--- config.mk ---
export PLATFORM = sky130hd
export DESIGN_NAME = pixel_write_arb
export DESIGN_NICKNAME = d
export VERILOG_FILES = /design/src/rtl/pixel_write_arb_pkg.sv /design/src/rtl/rr_arb2.sv /design/src/rtl/pixel_write_arb.sv
export SDC_FILE = /design/constraint.sdc
export NUM_CORES = 1
export LEC_CHECK = 0
export ABC_AREA = 1
export CAP_MARGIN = 20
export CORE_ASPECT_RATIO = 1.2
export CORE_UTILIZATION = 65
export CTS_CLUSTER_DIAMETER = 50
export DETAILED_ROUTE_END_ITERATION = 10
export DONT_BUFFER_PORTS = 1
export PLACE_DENSITY = 0.87
export SLEW_MARGIN = 20
export SYNTH_ARGS = -nofsm -noshare
export SYNTH_HDL_FRONTEND = slang
export SYNTH_SLANG_ARGS = --single-unit
--- constraint.sdc ---
create_clock -name HCLK -period 3.97 [get_ports HCLK]
set_input_delay 0.9925 -clock HCLK [delete_from_list [all_inputs] [get_ports HCLK]]
set_output_delay 0.9925 -clock HCLK [all_outputs]
set_load 0.05 [all_outputs]
--- src/rtl/pixel_write_arb_pkg.sv ---
// Shared types and constants for the pixel write arbiter: FSM state encoding,
// RGB field positions inside a packed 24-bit pixel, and default frame geometry.
package pixel_write_arb_pkg;

  typedef enum logic [1:0] {
    ST_IDLE   = 2'd0,
    ST_STREAM = 2'd1,
    ST_DRAIN  = 2'd2,
    ST_DONE   = 2'd3
  } state_t;

  localparam int R_LSB = 16;
  localparam int G_LSB = 8;
  localparam int B_LSB = 0;

  localparam int DEF_WIDTH   = 300;
  localparam int DEF_HEIGHT  = 400;
  localparam int DEF_TIMEOUT = 1024;

  function automatic logic [7:0] rgb_field(input logic [23:0] pix, input int lsb);
    return pix[lsb +: 8];
  endfunction

endpackage

--- src/rtl/rr_arb2.sv ---
// Two-way round-robin chooser. The pointer names the source with priority; on
// the update strobe it moves to the source that was not just served.
module rr_arb2 (
  input  logic       HCLK,
  input  logic       HRESETn,
  input  logic [1:0] req,
  input  logic       upd,
  input  logic       served,
  output logic [1:0] gnt
);

  logic ptr_q;

  always_ff @(posedge HCLK or negedge HRESETn) begin
    if (!HRESETn) begin
      ptr_q <= 1'b0;
    end else if (upd) begin
      ptr_q <= ~served;
    end
  end

  always_comb begin
    gnt = 2'b00;
    if (req[ptr_q]) begin
      gnt[ptr_q] = 1'b1;
    end else if (req[~ptr_q]) begin
      gnt[~ptr_q] = 1'b1;
    end
  end

endmodule

--- src/rtl/pixel_write_arb.sv ---
// Arbitrates two pixel sources onto one frame writer: a whole frame is granted to
// one source, streamed with one-cycle registered latency, then drained on wr_done.
module pixel_write_arb
  import pixel_write_arb_pkg::*;
#(
  parameter int WIDTH   = DEF_WIDTH,
  parameter int HEIGHT  = DEF_HEIGHT,
  parameter int TIMEOUT = DEF_TIMEOUT
) (
  input  logic        HCLK,
  input  logic        HRESETn,
  input  logic [1:0]  req,
  input  logic [1:0]  src_valid,
  input  logic [23:0] src0_rgb,
  input  logic [23:0] src1_rgb,
  output logic [1:0]  src_ready,
  input  logic        wr_done,
  output logic        hsync,
  output logic [7:0]  DATA_WRITE_R,
  output logic [7:0]  DATA_WRITE_G,
  output logic [7:0]  DATA_WRITE_B,
  output logic [1:0]  grant,
  output logic        busy,
  output logic        frame_done,
  output logic        timeout_err,
  output state_t      state_dbg
);

  localparam int NPIX  = WIDTH * HEIGHT;
  localparam int PIX_W = (NPIX > 1) ? $clog2(NPIX) : 1;
  localparam int TMR_W = (TIMEOUT > 1) ? $clog2(TIMEOUT) : 1;
  localparam logic [PIX_W-1:0] PIX_LAST = PIX_W'(NPIX - 1);
  localparam logic [TMR_W-1:0] TMR_LAST = TMR_W'(TIMEOUT - 1);

  state_t            state_q, state_d;
  logic [1:0]        grant_q, arb_gnt;
  logic [PIX_W-1:0]  pix_cnt;
  logic [TMR_W-1:0]  timer;
  logic              hsync_q, timeout_q;
  logic [23:0]       pix_q, sel_pix;
  logic              xfer, last_xfer, drain_expire, frame_end;

  // Handshake: a pixel moves on a rising edge where the granted source has
  // src_valid high and src_ready high; ready depends only on state and grant.
  assign src_ready    = (state_q == ST_STREAM) ? grant_q : 2'b00;
  assign xfer         = |(src_valid & src_ready);
  assign last_xfer    = xfer && (pix_cnt == PIX_LAST);
  assign drain_expire = (state_q == ST_DRAIN) && !wr_done && (timer == TMR_LAST);
  assign frame_end    = (state_q == ST_DONE) || drain_expire;
  assign sel_pix      = grant_q[1] ? src1_rgb : src0_rgb;

  rr_arb2 u_arb (
    .HCLK    (HCLK),
    .HRESETn (HRESETn),
    .req     (req),
    .upd     (frame_end),
    .served  (grant_q[1]),
    .gnt     (arb_gnt)
  );

  always_ff @(posedge HCLK or negedge HRESETn) begin
    if (!HRESETn) begin
      state_q <= ST_IDLE;
    end else begin
      state_q <= state_d;
    end
  end

  always_comb begin
    state_d = state_q;
    case (state_q)
      ST_IDLE:   if (|req) state_d = ST_STREAM;
      ST_STREAM: if (last_xfer) state_d = ST_DRAIN;
      ST_DRAIN: begin
        if (wr_done) state_d = ST_DONE;
        else if (drain_expire) state_d = ST_IDLE;
      end
      ST_DONE:   state_d = ST_IDLE;
      default:   state_d = ST_IDLE;
    endcase
  end

  always_ff @(posedge HCLK or negedge HRESETn) begin
    if (!HRESETn) begin
      grant_q   <= 2'b00;
      pix_cnt   <= '0;
      timer     <= '0;
      hsync_q   <= 1'b0;
      pix_q     <= '0;
      timeout_q <= 1'b0;
    end else begin
      hsync_q   <= xfer;
      timeout_q <= drain_expire;
      if (xfer) pix_q <= sel_pix;
      case (state_q)
        ST_IDLE: begin
          if (|req) begin
            grant_q <= arb_gnt;
            pix_cnt <= '0;
          end
        end
        ST_STREAM: begin
          timer <= '0;
          if (xfer && !last_xfer) pix_cnt <= pix_cnt + 1'b1;
        end
        ST_DRAIN: begin
          if (!wr_done && timer != TMR_LAST) timer <= timer + 1'b1;
          if (drain_expire) grant_q <= 2'b00;
        end
        ST_DONE:  grant_q <= 2'b00;
        default:  grant_q <= 2'b00;
      endcase
    end
  end

  assign hsync        = hsync_q;
  assign DATA_WRITE_R = rgb_field(pix_q, R_LSB);
  assign DATA_WRITE_G = rgb_field(pix_q, G_LSB);
  assign DATA_WRITE_B = rgb_field(pix_q, B_LSB);
  assign grant        = grant_q;
  assign busy         = (state_q != ST_IDLE);
  assign frame_done   = (state_q == ST_DONE);
  assign timeout_err  = timeout_q;
  assign state_dbg    = state_q;

endmodule

==> results_dict.tcl, run 1 <==
set metrics [dict create \
    grt_usage 0.2948 \
    antenna_found_initial 0 \
    reg2reg_slack_ns 1.53 \
    cts_setup_buffers 0 \
    reg2reg_to "pix_cnt[12]" \
    cp.required_ns 2.98 \
    drc 0 \
    crit_arrival_ns 2.18 \
    syn_avg_cell_area_sq_um 7.415 \
    viasPerCell 5.785 \
    yosys_warnings 0 \
    synthCells 421 \
    synth_mux_area_frac 0 \
    wl_per_cell_um 14.27 \
    dieHeight_um 77.92 \
    status "finished clean" \
    vias 2794 \
    totalWireLength_mm 6.891 \
    post-route-min-period_ns 3.174 \
    p_per_area_nw_per_um2 781.4 \
    grt_start_max_net_pins 59 \
    setup_viol 0 \
    syn-cell-area_sq_um 3122 \
    r2r-start "state_dbg[0]" \
    cts_hold_buf 0 \
    leakagePower_uw 0.001593 \
    max-cap-violations 0 \
    cts_inserted_buffers 9 \
    holdWs_ns 0.3417 \
    grt_pass1_vias 2618 \
    nNetsFinal 477 \
    io_buffers 0 \
    synth_compound_area_frac 0.07375 \
    drt-initial-drc-count 216 \
    io_pins 89 \
    hold_class "in -> async" \
    syn_to_final_growth_pct 6.814 \
    die_width_um 65.27 \
    slew_viol_final 0 \
    worstMarginPinSlew_ns 0.8678 \
    yosysUniqueCellTypes 28 \
    setup-tns-final_ns 0 \
    ir_drop_mv 0.6123 \
    antenna_left 0 \
    post_cts_resized 0 \
    synth_simple_gate_area_frac 0.3639 \
    dp_hpwl_mm 4.788 \
    ys_seq_elements 58 \
    cts_tree "yes" \
    syn_nets 478 \
    clkLatencyLatePin_ns 0.34 \
    grt_pass1_wl_mm 11.30 \
    drive_above_1_share 0.08235 \
    die_area_sq_um 5085 \
    cp-end-kind "primary output" \
    synth-seq-area-share 0.4649 \
    synth_top_area_share 0.4649 \
    hold_viol 0 \
    synth_xor_area_frac 0.02806 \
    finalCritPeriodShare 0.7996 \
    first_pass_iters 5 \
    rsz0062_at_grt "false" \
    finClkSkew_ns 0.008988 \
    worstSetupPathType "reg -> out" \
    clock-sinks 58 \
    fmax_mhz 315.0 \
    h-tree-depth 3 \
    fp-row-count 27 \
    diodes 0 \
    relSlewSlack 0.4193 \
    worstPathMaxFanout 7 \
    worst_setup_path_start_kind "register" \
    initial_utilization 0.6795 \
    routabilityCongestion 0.9078 \
    cts_buffer_depth 2 \
    cts.clk_slew.worst_paths_ns 0.07 \
    core_area_sq_um 4594 \
    synth_area_leaders "dfrtp_1 46%, nand2_1 18%, nor2_1 6.6%" \
    yosys.area.top_type "dfrtp_1" \
    yosys.area_share.adder 0.008016 \
    gr-total-overflow 0 \
    r2r_cells 9 \
    synth_top_family_by_area "simple AND/OR/NAND/NOR gates" \
    root_buffer "clkbuf_8" \
]
[metal layers]
layer	vias to the layer above	global-route usage	wire length, um
met5	-	0	0
met4	0	0.1348	95
met3	13	0.08235	364
met2	99	0.5072	3694
met1	1331	0.3317	2736
li1	1351	-	-
[critical path, stage by stage, from the launching register on]
cell and delay, ns:
dfrtp_1 0.73, inv_2 0.13, nor2_4 0.16, inv_1 0.13, nor2_1 0.68
[synthesized netlist by cell type (all sizes together)]
cell,count
buf,10
a31oi,24
nand4,9
nor2,57
nand3b,1
clkinv,1
xor2,9
dfrtp,58
nor3,6
inv,29
or2,7
nand2,156
xnor2,1
and3,1
clkbuf,4
a21oi,4
ha,2
o21ai,12
nand3,30
[cell type report]
| cell class | instances | area [sq um] |
|---|---|---|
| clock buffers | 11 | 151.4 |
| clock inverters | 5 | 52.55 |
| fillers | 378 | 1260 |
| inverters | 30 | 112.6 |
| multi-input cells | 319 | 1479 |
| flip-flops and latches | 58 | 1451 |
| well taps | 58 | 72.57 |
| repair buffers | 2 | 15.01 |
[power breakdown]
| group | switching [uW] | total (uW) | internal (uW) |
|---|---|---|---|
| clock | 240 | 560 | 320 |
| combinational | 466 | 659 | 193 |
| sequential | 636 | 1390 | 751 |
[layout by cell type, fill, tap and decap left out]
cell and count:
nand2_1 151, dfrtp_1 58, nor2_1 55, nand3_1 28, inv_1 27, a31oi_1 24, o21ai_0 12, clkbuf_8 11
nand4_1 9, xor2_1 9, nor3_1 6, or2_2 6, a21oi_1 4, nand2_2 3, clkinv_2 3, inv_2 2
nand3_2 2, nand2_4 2, ha_1 2, buf_4 2, nor2_4 1, nor2_2 1, clkinv_1 1, or2_1 1
and3_1 1, xnor2_1 1, nand3b_1 1, clkinvlp_4 1, bufinv_16 1
[logic make-up after synthesis]
kind of cell	Yosys count
buf+inv	44
flops	58
xor+xnor	10
compound gates	40
fa+ha+maj	2
simple gates	267
[through the flow]
| stage | util | std cells | cell area [sq um] | worst slack, ns | total power (uW) |
|---|---|---|---|---|---|
| after floorplan | - | 421 | 3122 | 1.252 | 1938 |
| after global placement | 0.6814 | 467 | 3131 | 1.192 | 2016 |
| after detailed placement | 0.6814 | 467 | 3131 | 1.151 | 2049 |
| after CTS | 0.7258 | 483 | 3334 | 0.7801 | 2611 |
| after global routing | 0.7258 | 483 | 3334 | 0.6992 | 2738 |
| final | 0.7258 | 483 | 3334 | 0.7957 | 2606 |
[registers in the layout (all words and copies together), names as in the netlist]
name and cells:
grant 2, state_dbg 2, pix_cnt 17, pix_q 24
u_arb.ptr_q 1, timeout_err 1, timer 10, hsync 1
[how the worst max path moves through the flow]
stage,start,to,cells past startpoint
after floorplan,state_dbg[0],src_ready[0],4
after detailed placement,state_dbg[0],src_ready[0],4
after CTS,state_dbg[0],src_ready[0],4
after global placement,state_dbg[0],src_ready[0],4
final,state_dbg[0],src_ready[0],4
after global routing,state_dbg[0],src_ready[0],4
(Power assumes the default switching activity.)
==> run 2: changes to the inputs <==
--- a/config.mk
+++ b/config.mk
@@ -8,11 +8,11 @@
 export ABC_AREA = 1
 export CAP_MARGIN = 20
 export CORE_ASPECT_RATIO = 1.2
-export CORE_UTILIZATION = 65
+export CORE_UTILIZATION = 63
 export CTS_CLUSTER_DIAMETER = 50
 export DETAILED_ROUTE_END_ITERATION = 10
 export DONT_BUFFER_PORTS = 1
-export PLACE_DENSITY = 0.87
+export PLACE_DENSITY = 0.85
 export SLEW_MARGIN = 20
 export SYNTH_ARGS = -nofsm -noshare
 export SYNTH_HDL_FRONTEND = slang
==> constraint.sdc (replaced) <==
create_clock -name HCLK -period 3.2 [get_ports HCLK]
set_input_delay 0.8 -clock HCLK [delete_from_list [all_inputs] [get_ports HCLK]]
set_output_delay 0.8 -clock HCLK [all_outputs]
set_load 0.05 [all_outputs]
==> results_dict.tcl, run 2 (same netlist as run 1, synthesis figures left out) <==
set metrics [dict create \
    diodes 0 \
    largest_register_ffs 24 \
    worstSetupPathType "reg -> out" \
    max-cap-violations 0 \
    grt_pass1_wl_mm 11.11 \
    cts_hold_buf 0 \
    seqPwrFrac 0.522 \
    final_cell_mix "151 x nand2_1, 58 x dfrtp_1, 55 x nor2_1, 28 x nand3_1, 27 x inv_1" \
    initial_utilization 0.6696 \
    reg2reg_slack_ns 1.05 \
    p_per_area_nw_per_um2 979.7 \
    syn_to_final_growth_pct 8.337 \
    cp_top_family "flip-flops" \
    top_regs "pix_q x24, pix_cnt x17, timer x10" \
    p_sw_uw 1651 \
    drc 0 \
    critPathMaxStageDelay_ns 0.73 \
    core_area_sq_um 4662 \
    reg2reg_to "pix_q[18]" \
    wl_met3_um 404 \
    dp_slack_ns 0.9331 \
    r2r_cells 7 \
    cts_setup_buffers 0 \
    h-tree-depth 3 \
    dieHeight_um 79.11 \
    hold_class "in -> async" \
    post_cts_resized 0 \
    io_pins 89 \
    crit_arrival_ns 1.83 \
    path_depth 5 \
    worstMarginPinSlew_ns 0.6877 \
    viasPerCell 5.720 \
    routabilityCongestion 0.9445 \
    utilization 0.7254 \
    worstPathCellList "inv_2, nor2_4, inv_1, nor2_1, buf_4" \
    dp_hpwl_mm 4.679 \
    fin_ws_ns 0.5735 \
    vias 2780 \
    finClkSkew_ns 0.008881 \
    cts_inserted_buffers 9 \
    p_int_uw 1662 \
    first_pass_iters 5 \
    sw_frac_of_total 0.4984 \
    worst-path-buf-inv 3 \
    worst_setup_path_start_kind "register" \
    finalNonFillerCells 486 \
    setup_viol 0 \
    top_layer "met4" \
    totalWireLength_mm 6.812 \
    finalCritPeriodShare 0.8208 \
    drive_above_1_share 0.08645 \
    clkLatencyLatePin_ns 0.34 \
    nNetsFinal 480 \
    fill_cells 355 \
    layout_commonest_cell "nand2_1" \
    wl_met2_mm 3.525 \
    cts_buffer_depth 2 \
    die_width_um 66.26 \
    post-route-min-period_ns 2.626 \
    wl_met1_mm 2.765 \
    grt_pass1_vias 2544 \
    antenna_left 0 \
    hold_viol 0 \
    setup-tns-final_ns 0 \
    slew_viol_final 0 \
    root_buffer "clkbuf_8" \
    cp.required_ns 2.40 \
    rsz0062_at_grt "false" \
    fp-row-count 27 \
    combinationalPowerShare 0.243 \
    wl_per_cell_um 14.02 \
    cts_tree "yes" \
    numPlacedInstances 470 \
    worstPathMaxFanout 7 \
    io_buffers 0 \
    gr-total-overflow 0 \
    cts.clk_slew.worst_paths_ns 0.07 \
    cp-end-kind "primary output" \
    final_cell_area_sq_um 3382 \
    leakagePower_uw 0.001619 \
    status "finished clean" \
    relSlewSlack 0.5415 \
    grt_start_max_net_pins 59 \
    place_area_sq_um 3153 \
    clock_power_share 0.235 \
    ir_drop_mv 0.7476 \
    grt_usage 0.2830 \
    top_register "pix_q" \
    fmax_mhz 380.7 \
    clock-sinks 58 \
    antenna_found_initial 0 \
    cp_slowest_cell "dfrtp_1" \
    die_area_sq_um 5242 \
    r2r-start "state_dbg[0]" \
    drt-initial-drc-count 191 \
]
==> run 2: worst reg2reg max path, cell delays in order, from the launching register on <==
cell and delay (ns):
dfrtp_1 0.73, inv_2 0.14, nor2_4 0.17, nand3_2 0.08, nand2_2 0.33, buf_4 0.37
nor2_1 0.11, a31oi_1 0.16
==> run 2: cell type report <==
class	instances	area [sq um]	area share
clock inverter	4	73.82	0.02183
multi-input combinational	319	1479	0.4373
timing repair buffer	5	37.54	0.01110
sequential	58	1451	0.4292
inverter	30	112.6	0.03330
tap	58	72.57	0.02146
clock buffer	12	155.1	0.04588
==> run 2: stage by stage <==
stage	hold slack, ns	power [uW]
2_1_floorplan	0.4419	2404
3_3_place_gp	0.4568	2518
3_5_place_dp	0.4811	2550
4_1_cts	0.1412	3324
5_1_grt	0.1280	3492
6_report	0.1529	3313
==> run 2: per-layer routing <==
layer | GRT usage | up-vias
li1 | - | 1361
met1 | 0.3422 | 1314
met2 | 0.4592 | 94
met3 | 0.08190 | 11
met4 | 0.1340 | 0
met5 | 0 | -
==> run 2: power by group through the flow <==
stage	sequential [uW]	clock, uW	combinational [uW]
6_report	1730	777	806
5_1_grt	1760	821	911
4_1_cts	1730	783	811
3_5_place_dp	1740	0	805
3_3_place_gp	1740	0	779
2_1_floorplan	1690	0	718
==> run 2: how the worst max path moves through the flow <==
stage | from | end | slack (ns)
2_1_floorplan | state_dbg[0] | src_ready[0] | 0.67
3_3_place_gp | state_dbg[0] | src_ready[0] | 0.99
3_5_place_dp | state_dbg[0] | src_ready[0] | 0.93
4_1_cts | state_dbg[0] | src_ready[0] | 0.56
5_1_grt | state_dbg[0] | src_ready[1] | 0.48
6_report | state_dbg[0] | src_ready[0] | 0.57
==> run 3: changes to the inputs <==
==> constraint.sdc (replaced) <==
create_clock -name HCLK -period 2.6 [get_ports HCLK]
set_input_delay 0.65 -clock HCLK [delete_from_list [all_inputs] [get_ports HCLK]]
set_output_delay 0.65 -clock HCLK [all_outputs]
set_load 0.05 [all_outputs]
==> results_dict.tcl, run 3 (same netlist as run 1, synthesis figures left out) <==
set metrics [dict create \
    cts_inserted_buffers 9 \
    finClkSkew_ns 0.008372 \
    antenna_found_initial 0 \
    diodes 0 \
    io_buffers 0 \
    top_regs "pix_q x24, pix_cnt x17, timer x10" \
    drt-initial-drc-count 246 \
    h-tree-depth 3 \
    drc 0 \
    dp_hpwl_mm 4.849 \
    grt_usage 0.2930 \
    setup_viol 0 \
    core_area_sq_um 4662 \
    top_register "pix_q" \
    drive_above_1_share 0.09238 \
    grt_pass1_vias 2671 \
    r2r-start "state_dbg[1]" \
    place_area_sq_um 3168 \
    fmax_mhz 418.9 \
    combinationalPowerShare 0.280 \
    clkLatencyLatePin_ns 0.34 \
    rsz0062_at_grt "false" \
    dieHeight_um 79.11 \
    final_cell_mix "151 x nand2_1, 58 x dfrtp_1, 55 x nor2_1, 28 x nand3_1, 27 x inv_1" \
    first_pass_iters 5 \
    initial_utilization 0.6696 \
    io_pins 89 \
    fp-row-count 27 \
    r2r_cells 6 \
    cts_buffer_depth 2 \
    post-route-min-period_ns 2.387 \
    cts.clk_slew.worst_paths_ns 0.07 \
    max-cap-violations 0 \
    finalCritPeriodShare 0.9182 \
    status "finished clean" \
    worst_setup_path_start_kind "register" \
    worstPathMaxFanout 8 \
    layout_commonest_cell "nand2_1" \
    hold_viol 0 \
    syn_to_final_growth_pct 9.258 \
    vias 2894 \
    cp.required_ns 1.95 \
    antenna_left 0 \
    totalWireLength_mm 7.192 \
    cp-end-kind "primary output" \
    cts_tree "yes" \
    grt_pass1_wl_mm 11.45 \
    root_buffer "clkbuf_8" \
    setup-tns-final_ns 0 \
    fill_cells 356 \
    final_cell_area_sq_um 3411 \
    slew_viol_final 0 \
    largest_register_ffs 24 \
    p_int_uw 1945 \
    worstSetupPathType "reg -> out" \
    clock-sinks 58 \
    gr-total-overflow 0 \
    viasPerCell 5.894 \
    wl_per_cell_um 14.65 \
    hold_class "in -> async" \
    crit_arrival_ns 1.74 \
    die_area_sq_um 5242 \
    die_width_um 66.26 \
    sw_frac_of_total 0.5170 \
    nNetsFinal 485 \
    worstMarginPinSlew_ns 0.6961 \
    multi_input_area_sq_um 1479 \
    seqPwrFrac 0.513 \
    grt_start_max_net_pins 50 \
    post_cts_resized 0 \
    ir_drop_mv 1.120 \
    p_per_area_nw_per_um2 1180 \
    p_sw_uw 2081 \
    relSlewSlack 0.5359 \
    clock_power_share 0.207 \
    reg2reg_slack_ns 0.53 \
    reg2reg_to "timer[9]" \
    leakagePower_uw 0.001637 \
    routabilityCongestion 0.8738 \
    register_area_sq_um 1451 \
]
run 3: cell count changes in the layout (fill, tap and decap cells not counted):
| cell | previous run | this run |
|---|---|---|
| dlygate4sd3_1 | 0 | 2 |
| buf_16 | 0 | 1 |
| clkbuf_8 | 11 | 10 |
| clkinv_2 | 1 | 3 |
| bufinv_16 | 2 | 1 |
| buf_4 | 5 | 7 |
run 3: cell type report:
type                    instances  share of cell area
clock buffers                  11             0.04145
clock inverters                 5             0.01577
inverters                      30             0.03302
multi-input cells             319              0.4336
flip-flops and latches         58              0.4255
well taps                      58             0.02128
repair buffers                 10             0.02935
run 3: metrics by stage:
step | instances | power [uW] | setup WS (ns) | utilization | hold slack, ns
after floorplan | 421 | 2958 | 0.2240 | - | 0.3544
after global placement | 472 | 3118 | 0.6313 | 0.6795 | 0.3567
after detailed placement | 472 | 3168 | 0.5517 | 0.6795 | 0.3563
after CTS | 490 | 4022 | 0.2136 | 0.7295 | 0.0006056
after global routing | 491 | 4240 | 0.1052 | 0.7316 | 0.1653
final | 491 | 4026 | 0.2127 | 0.7316 | 0.1553
run 3: critical path, stage by stage, from the launching register on:
cell and delay, ns:
dfrtp_1 0.65, nor2_4 0.29, inv_1 0.15, nor2_1 0.12, buf_4 0.20
run 3: what timing repair did:
item / CTS / global route
buffers inserted: 0 / 0
endpoints found under the hold margin: 49 / 4
hold buffers: 2 / 1
run 3: power by group through the flow:
stage / clock, uW / combinational, uW / sequential, uW
CTS: 835 / 1120 / 2070
global route: 879 / 1260 / 2100
global placement: 0 / 1040 / 2080
floorplan: 0 / 883 / 2070
detailed placement: 0 / 1080 / 2080
finish: 833 / 1130 / 2070
run 3: layer usage:
metal,GRT usage,wire [um],vias up,part of all wire
li1,-,-,1366,-
met1,0.3455,2773,1373,0.39
met2,0.4867,3714,134,0.52
met3,0.06609,490,21,0.068
met4,0.1638,213,0,0.030
met5,0,0,-,0
run 3: how the worst max path moves through the flow:
stage	start	end	cells past startpoint
global placement	state_dbg[1]	src_ready[0]	4
floorplan	state_dbg[0]	src_ready[0]	4
detailed placement	state_dbg[1]	timer[7]	6
finish	state_dbg[1]	src_ready[0]	4
global route	state_dbg[1]	src_ready[1]	4
CTS	state_dbg[1]	src_ready[0]	4
